**src/rtl/uart_pkg.sv**
```systemverilog
// Shared definitions for the UART transmitter/receiver pair: FSM states,
// stop-bit encodings and the bit-time clamp.
package uart_pkg;

  typedef enum logic [2:0] {
    IDLE  = 3'd0,
    START = 3'd1,
    DATA  = 3'd2,
    STOP  = 3'd3,
    DONE  = 3'd4
  } uart_state_e;

  localparam logic [1:0]  STOP_1           = 2'b01;
  localparam logic [1:0]  STOP_2           = 2'b10;
  localparam logic [15:0] MIN_BIT_DURATION = 16'd4;

  // Below 4 cycles/bit the half-bit offset collapses and mid-bit sampling is lost.
  function automatic logic [15:0] clamp_bit_duration(input logic [15:0] bd);
    return (bd < MIN_BIT_DURATION) ? MIN_BIT_DURATION : bd;
  endfunction

  // 2'b10 and 2'b11 select two stop bits; 2'b00 and 2'b01 select one.
  function automatic logic is_two_stop(input logic [1:0] sb);
    return sb[1];
  endfunction

endpackage

```
**src/rtl/uart_sync.sv**
```systemverilog
// N-flop synchronizer for an asynchronous level input; resets to 1 so an
// idle-high line does not glitch low when reset releases.
module uart_sync #(
  parameter int N = 2
) (
  input  logic clk,
  input  logic rst_n,
  input  logic d,
  output logic q
);

  logic [N-1:0] sync_q;
  logic [N-1:0] sync_d;

  always_comb begin
    sync_d = {sync_q[N-2:0], d};
  end

  always_ff @(posedge clk or negedge rst_n) begin
    if (!rst_n) begin
      sync_q <= '1;
    end else begin
      sync_q <= sync_d;
    end
  end

  assign q = sync_q[N-1];

endmodule

```
**src/rtl/uart_rx.sv**
```systemverilog
// Oversampling 8N1/8N2 UART receiver: mid-bit sampling from a single
// down-counter, one-cycle data_valid strobe with a sticky framing-error flag.
module uart_rx
  import uart_pkg::*;
#(
  parameter int SYNC_STAGES = 2
) (
  input  logic        clk,
  input  logic        rst,
  input  logic        rx,
  input  logic [15:0] bit_duration,
  input  logic [1:0]  stopbits,
  output logic [7:0]  data,
  output logic        data_valid,
  output logic        frame_error,
  output logic        busy,
  output uart_state_e dbg_state
);

  logic rx_s;

  uart_sync #(.N(SYNC_STAGES)) u_sync (
    .clk   (clk),
    .rst_n (rst),
    .d     (rx),
    .q     (rx_s)
  );

  uart_state_e state_q, state_d;
  logic [15:0] cnt_q, cnt_d;
  logic [15:0] bd_q, bd_d;
  logic [2:0]  idx_q, idx_d;
  logic        two_stop_q, two_stop_d;
  logic        stop_cnt_q, stop_cnt_d;
  logic [7:0]  shift_q, shift_d;
  logic        err_q, err_d;
  logic        rx_prev_q, rx_prev_d;
  logic [7:0]  data_q, data_d;
  logic        data_valid_q, data_valid_d;
  logic        frame_error_q, frame_error_d;
  logic        busy_q, busy_d;

  logic [15:0] bd_clamped;
  logic        tick;

  assign bd_clamped = clamp_bit_duration(bit_duration);
  assign tick       = (cnt_q == 16'd0);

  always_comb begin
    state_d       = state_q;
    cnt_d         = cnt_q;
    bd_d          = bd_q;
    idx_d         = idx_q;
    two_stop_d    = two_stop_q;
    stop_cnt_d    = stop_cnt_q;
    shift_d       = shift_q;
    err_d         = err_q;
    rx_prev_d     = rx_s;
    data_d        = data_q;
    data_valid_d  = 1'b0;
    frame_error_d = frame_error_q;

    case (state_q)
      IDLE: begin
        // Only a 1->0 transition starts a frame, so a held break does not retrigger.
        if (rx_prev_q && !rx_s) begin
          bd_d       = bd_clamped;
          cnt_d      = (bd_clamped >> 1) - 16'd1;
          two_stop_d = is_two_stop(stopbits);
          err_d      = 1'b0;
          state_d    = START;
        end
      end
      START: begin
        if (tick) begin
          if (rx_s) begin
            state_d = IDLE;
          end else begin
            state_d = DATA;
            cnt_d   = bd_q - 16'd1;
            idx_d   = 3'd0;
          end
        end else begin
          cnt_d = cnt_q - 16'd1;
        end
      end
      DATA: begin
        if (tick) begin
          shift_d[idx_q] = rx_s;
          cnt_d          = bd_q - 16'd1;
          if (idx_q == 3'd7) begin
            state_d    = STOP;
            stop_cnt_d = 1'b0;
          end else begin
            idx_d = idx_q + 3'd1;
          end
        end else begin
          cnt_d = cnt_q - 16'd1;
        end
      end
      STOP: begin
        if (tick) begin
          err_d = err_q | ~rx_s;
          cnt_d = bd_q - 16'd1;
          if (stop_cnt_q == two_stop_q) begin
            state_d = DONE;
          end else begin
            stop_cnt_d = 1'b1;
          end
        end else begin
          cnt_d = cnt_q - 16'd1;
        end
      end
      DONE: begin
        data_d        = shift_q;
        frame_error_d = err_q;
        data_valid_d  = 1'b1;
        state_d       = IDLE;
      end
      default: begin
        state_d = IDLE;
      end
    endcase

    // Busy stays up through the strobe cycle and drops with it.
    busy_d = (state_d != IDLE) || (state_q == DONE);
  end

  always_ff @(posedge clk or negedge rst) begin
    if (!rst) begin
      state_q       <= IDLE;
      cnt_q         <= 16'd0;
      bd_q          <= MIN_BIT_DURATION;
      idx_q         <= 3'd0;
      two_stop_q    <= 1'b0;
      stop_cnt_q    <= 1'b0;
      shift_q       <= 8'h00;
      err_q         <= 1'b0;
      rx_prev_q     <= 1'b1;
      data_q        <= 8'h00;
      data_valid_q  <= 1'b0;
      frame_error_q <= 1'b0;
      busy_q        <= 1'b0;
    end else begin
      state_q       <= state_d;
      cnt_q         <= cnt_d;
      bd_q          <= bd_d;
      idx_q         <= idx_d;
      two_stop_q    <= two_stop_d;
      stop_cnt_q    <= stop_cnt_d;
      shift_q       <= shift_d;
      err_q         <= err_d;
      rx_prev_q     <= rx_prev_d;
      data_q        <= data_d;
      data_valid_q  <= data_valid_d;
      frame_error_q <= frame_error_d;
      busy_q        <= busy_d;
    end
  end

  assign data        = data_q;
  assign data_valid  = data_valid_q;
  assign frame_error = frame_error_q;
  assign busy        = busy_q;
  assign dbg_state   = state_q;

endmodule
```
**config.mk**
```make
export PLATFORM = sky130hd
export DESIGN_NAME = uart_rx
export DESIGN_NICKNAME = d
export VERILOG_FILES = /design/src/rtl/uart_pkg.sv /design/src/rtl/uart_sync.sv /design/src/rtl/uart_rx.sv
export SDC_FILE = /design/constraint.sdc
export NUM_CORES = 1
export LEC_CHECK = 0
export CAP_MARGIN = 20
export CELL_PAD_IN_SITES_DETAIL_PLACEMENT = 0
export CELL_PAD_IN_SITES_GLOBAL_PLACEMENT = 1
export CORE_UTILIZATION = 40
export DETAILED_ROUTE_END_ITERATION = 16
export PLACE_DENSITY = 0.73
export SYNTH_ARGS = -nofsm -noshare
export SYNTH_HDL_FRONTEND = slang
export SYNTH_HIERARCHICAL = 1
export SYNTH_SLANG_ARGS = --single-unit
```
**constraint.sdc**
```tcl
create_clock -name clk -period 2.6 [get_ports clk]
set_input_delay 0.52 -clock clk [delete_from_list [all_inputs] [get_ports clk]]
set_output_delay 0.52 -clock clk [all_outputs]
set_load 0.05 [all_outputs]
```
After elaboration in Yosys (flattened, before gate mapping)
Cells that the tools add are included.
Word-level totals
  bits in registers: 63
  input port bits: 21
  logic and storage cells: 87
Cells by class
  $add $sub $neg: 4
  order comparisons: 3
  equal/unequal tests: 15
  mux-type cells: 31
  bitwise logic cells: 2
  reduce and logical (&&, ||, !) cells: 18
Operator list (count)
  16-bit two-way mux: 5
  16-bit case mux with 3 select lines: 1
  16-bit by 1-bit subtractor with 16-bit output (second input constant): 2
  3-bit two-way mux: 10
  16-bit zero test: 1
  16-bit by 3-bit < comparator with 1-bit output (second input constant): 1
  2-bit inequality test (second input constant): 8
  15-bit by 1-bit subtractor with 16-bit output (second input constant): 1
  3-bit case mux with 4 select lines: 1
  5-bit AND reduction: 2
  8-bit bitwise mux: 1
  1-bit two-way mux: 8
  3-bit by 2-bit equality test with 1-bit output (second input constant): 2
  3-bit equality test (second input constant): 2
  3-bit case mux with 2 select lines: 1
  3-bit AND reduction: 2
  2-bit nonzero test: 3
  3-bit nonzero test: 2
  3-bit by 4-bit < comparator with 1-bit output (second input constant): 1
  1-bit case mux with 2 select lines: 2
  2-bit AND reduction: 2
  3-bit by 1-bit adder with 3-bit output (second input constant): 1
  1-bit demux with 3-bit select: 1
  3-bit by 1-bit equality test with 1-bit output (second input constant): 1
  other kinds (11): 12

Depth between registers and ports, before layout
  word-level depth: 6
  depth in mapped cells: 11
  depth with buffers taken out: 10

By module
Netlist, hierarchy kept.
Modules (own cells, without submodules)
  uart_rx: instances 1, cells each 363, area an instance 3388.2 um2
  uart_sync: instances 1, cells each 2, area an instance 52.6 um2

Worst setup path after synthesis
No wires, ideal clock.
  path type: register to register
  start: reg state_q[2] (netlist: dbg_state[2])
  end: reg cnt_q[10]
  setup time: 0.126 ns
  arrival: 2.708 ns
  data required time: 2.474 ns
  setup slack: -0.234 ns
  stages on the path, launching flop included: 12
  cell sequence: dfrtp_1 buf_2 o21bai_2 buf_2 clkbuf_1 nor2_1 a21oi_1 ha_1 and3_1 nor3b_1 xnor2_1 a21oi_1
On the way
  word-level cells in the longest chain between the ends: 4
  elaborated cells between the ends (all ways): 10
RTL lines
  from (decl): line uart_rx.sv:29  | uart_state_e state_q, state_d;
  from (signal assigned): line uart_rx.sv:145  | state_q <= state_d;
  3-bit by 2-bit equality test with 1-bit output: line uart_rx.sv:63  | case (state_q)
  2-bit OR reduction (no source line)
  3-bit nonzero test (no source line)
  3-bit AND reduction (no source line)
  to (signal assigned): line uart_rx.sv:146  | cnt_q <= cnt_d;
  to (decl): line uart_rx.sv:30  | logic [15:0] cnt_q, cnt_d;
Several ways; a longest one is shown, not always the timed one.
A chain may end at the register's enable or synchronous reset.

Worst setup path in the final report
  start: in bit_duration[3]
  end: reg cnt_q[10]
On the way
  word-level cells in the longest chain between the ends: 5
RTL lines
  from (decl): line uart_rx.sv:11  | input logic [15:0] bit_duration,
  16-bit by 3-bit < comparator with 1-bit output: line uart_pkg.sv:19  | return (bd < MIN_BIT_DURATION) ? MIN_BIT_DURATION : bd;
  16-bit two-way mux *: line uart_pkg.sv:19
  15-bit by 1-bit subtractor with 16-bit output *: line uart_rx.sv:68  | cnt_d = (bd_clamped >> 1) - 16'd1;
  16-bit two-way mux *: line uart_rx.sv:66  | if (rx_prev_q && !rx_s) begin
  16-bit case mux with 3 select lines *: line uart_rx.sv:63
Every way passes the cells marked *; elsewhere a longest branch is shown, timed or not. The select of a mux whose other input is x is not followed.

==> results.yml <==
final_layout:
  drive_above_1_share_pct: 25.78
  ff_latch_area_sq_um: 1584
  instances_no_fill: 551
  final_common_cell: "nand2_1"
  n_antenna_cell: 0
  fill_cells: 771
  postLayoutCellArea_sq_um: 4512
  multiInputGateArea_sq_um: 1792
  fin_nets: 465
  area.growth.synth_to_final_pct: 31.13
  layout_common_cells: "62 x nand2_1, 57 x dfrtp_1, 48 x buf_4"
worst_setup_path:
  cpPeakStageDelay_ns: 0.49
  worst-path-max-fanout: 4
  cp_slowest_cell: "clkdlybuf4s50_1"
  worstPathCellList: "clkdlybuf4s50_1, nor4_2, buf_4, buf_4, a41oi_2, a21oi_2, a21oi_1, ha_2, and3_4, nor3b_1, xnor2_1, a21oi_1"
  cp_num_buf_inv: 3
  worstPathArrival_ns: 2.75
  path_delay_family: "buffers and inverters"
  path_class: "in -> reg"
  critPathLaunchType: "primary input"
  critPathCaptureType: "register"
  worstPathRequired_ns: 2.85
logic_synthesis:
  syn_avg_cell_area_sq_um: 9.427
  synth_top_family_by_area: "simple AND/OR/NAND/NOR gates"
  synth_area_sq_um: 3441
  synth_compound_area_share_pct: 16.47
  synthAdderAreaFrac_pct: 1.091
  synth_simple_gate_area_share_pct: 21.67
  yosysWarnings: 6
  synth_seq_cells: 63
  synth_edf_count: 0
  synth_cell_type_count: 60
  postSynthCellCount: 365
  async_flop_share_pct: 100.0
  synth_ff_type: "dfrtp_1"
  synth.area.mux_share_pct: 8.109
  ys_seq_area_share_pct: 45.96
  synth_nets: 389
  synthXorXnorAreaFrac_pct: 3.055
floorplan:
  rows: 33
  die_area_sq_um: 8977
  pin_count: 35
  die_y_microns: 94.75
  start_util_pct: 41.67
  core_area_sq_um: 8258
  die_x_microns: 94.75
timing:
  finalClockSkew_ns: 0.01459
  min_period_over_period_pct: 96.09
  finalHoldViolations: 0
  drv_slew: 0
  setup_slack_ns: 0.1016
  setup_violations: 0
  slew_headroom_pct: 58.64
  layout_min_cycle_time_ns: 2.498
  fmax_mhz: 400.3
  worst_pin_slew_ns: 0.6204
global_route:
  track_usage_pct: 22.46
  grt_overflow: 0
  grt_pass1_vias: 2952
  antenna_found_initial: 0
  grt_pass1_wl_microns: 15150
  grt_max_degree: 64
placement:
  dp_hpwl_microns: 6259
  place_inst: 530
  portBuffers: 33
  gp_congestion: 0.8725
  dpl-instance-area_sq_um: 4200
  dpl_worst_slack_ns: -0.4682
drt:
  route.detailed.drc: 0
  detailroute.via_count: 2989
  drtAntennaViolNets: 0
  avgViaCountPerCell: 5.425
  finalWirelength_microns: 8950
  drt_iter0_markers: 165
  avgRoutedWirePerCell_microns: 16.24
  drt_first_pass_iters: 4
clock_tree:
  clk_pin_slew_worst_paths_ns: 0.09
  cts_buffers: 9
  worstSkewPairLatency_ns: 0.36
  ctsLongestPathBuffers: 2
  ctsHtreeMaxLevel: 3
  cts_tree: "built"
  root_buffer: "clkbuf_8"
  cts.sinks: 63
pwr:
  switching_share_pct: 36.63
  ir_drop_mv: 0.3348
  p_comb_share_pct: 33.6
  pwr-share-clk_pct: 24.6
  p_leak_nw: 2.031
  cellPowerDensity_nw_per_um2: 787.6
  internal-power_mw: 2.252
  p_sw_mw: 1.302
  pwr-share-seq_pct: 41.8
run_status:
  status: "completed"
worst_hold_path:
  hold_class: "in -> async"
job:
  cap_violations: 0
-- cells in the mapped netlist (3+ instances only) --
library cell	number	area, sq um
a21oi_1	28	140.1
dfstp_2	4	105.1
a41oi_1	3	26.28
dfrtp_1	59	1476
nor4_1	7	43.79
a31oi_1	3	18.77
nor3b_1	4	30.03
nand4_1	3	18.77
mux2i_1	5	50.05
nor3_1	3	15.01
o22ai_1	4	25.02
xnor2_1	6	52.55
and3_1	4	25.02
clkbuf_1	7	26.28
and2_1	3	18.77
xor2_1	6	52.55
o21ai_0	20	100.1
mux2_2	19	214.0
nand2b_1	4	25.02
ha_1	3	37.54
nor2_1	32	120.1
buf_2	10	50.05
nand2_1	62	232.7
nand3_1	8	40.04
o211ai_1	5	37.54
nand3b_1	6	45.04
inv_1	6	22.52
-- layout make-up --
type	count	area share [%]
Multi-Input combinational cell	276	39.71
Sequential cell	63	35.11
Timing Repair Buffer	85	17.42
Tap cell	105	2.912
Clock buffer	9	2.745
Clock inverter	7	1.608
Inverter	6	0.4992
-- layer usage --
| layer | vias up | part of all wire [%] | track usage (%) |
|---|---|---|---|
| met2 | 76 | 42 | 31.83 |
| li1 | 1451 | - | - |
| met5 | - | 0 | 0 |
| met1 | 1447 | 50 | 33.47 |
| met4 | 0 | 1.8 | 8.207 |
| met3 | 15 | 5.4 | 4.589 |
-- registers in the layout, summed over array words and instances (netlist names), 2 cells and up --
signal and flops:
shift_q 8, idx_q 3, u_sync/sync_q 2, dbg_state 3, data 8, bd_q 16
cnt_q 16
-- timing repair --
action	in CTS	in global routing
pin swaps	3	7
setup endpoints to repair	3	14
hold buffers	0	0
gates resized for setup	3	16
setup buffers	1	4
-- through the flow --
| step | utilization (%) | hold slack (ns) | TNS [ns] | power [mW] |
|---|---|---|---|---|
| 2_1_floorplan | - | 0.2244 | 0 | 2.170 |
| 3_3_place_gp | 50.86 | 0.3458 | -3.014 | 2.609 |
| 3_5_place_dp | 50.86 | 0.3484 | -3.740 | 2.630 |
| 4_1_cts | 53.50 | 0.1752 | 0 | 3.513 |
| 5_1_grt | 54.64 | 0.1882 | -0.007804 | 3.796 |
| 6_report | 54.64 | 0.1605 | 0 | 3.553 |
-- worst reg2reg max path: stages (launching register included) --
cell and delay (ns):
dfrtp_1 0.48, nor4_4 0.35, and3_1 0.23, nand2_2 0.14
nor2_1 0.15, a21oi_1 0.11, ha_2 0.22, and3_4 0.21
buf_4 0.13, nand3_1 0.08, xor2_1 0.15, a21oi_1 0.08
-- logic make-up after synthesis --
| family | count (synthesis) |
|---|---|
| xor gates and xnor gates | 12 |
| adders and majority gates | 3 |
| DFF | 63 |
| and+or+nand+nor | 152 |
| AOI/OAI and AO/OA | 84 |
| muxes | 25 |
| buffers and inverters | 26 |
-- power groups by stage --
stage / Clock (mW) / Combinational (mW) / Sequential [mW]
after floorplan: 0 / 0.750 / 1.42
after global placement: 0 / 1.13 / 1.48
after detailed placement: 0 / 1.15 / 1.48
after CTS: 0.888 / 1.16 / 1.46
after global routing: 0.939 / 1.34 / 1.52
final: 0.875 / 1.19 / 1.48
-- worst paths after layout --
| path | startpoint | to | slack [ns] | depth (start not counted) |
|---|---|---|---|---|
| max | bit_duration[3] | cnt_q[10]$_DFFE_PN0P_ | 0.10 | 12 |
| min | rst | cnt_q[15]$_DFFE_PN0P_ | 0.16 | 2 |
| max reg2reg | cnt_q[9]$_DFFE_PN0P_ | cnt_q[14]$_DFFE_PN0P_ | 0.15 | 11 |
| min reg2reg | u_sync/sync_q[0]$_DFF_PN1_ | u_sync/sync_q[1]$_DFF_PN1_ | 0.35 | 0 |
| max in group asynchronous | rst | u_sync/sync_q[0]$_DFF_PN1_ | 2.09 | 2 |
| min in group clk | u_sync/sync_q[0]$_DFF_PN1_ | u_sync/sync_q[1]$_DFF_PN1_ | 0.35 | 0 |
(Power assumes the default switching activity.)
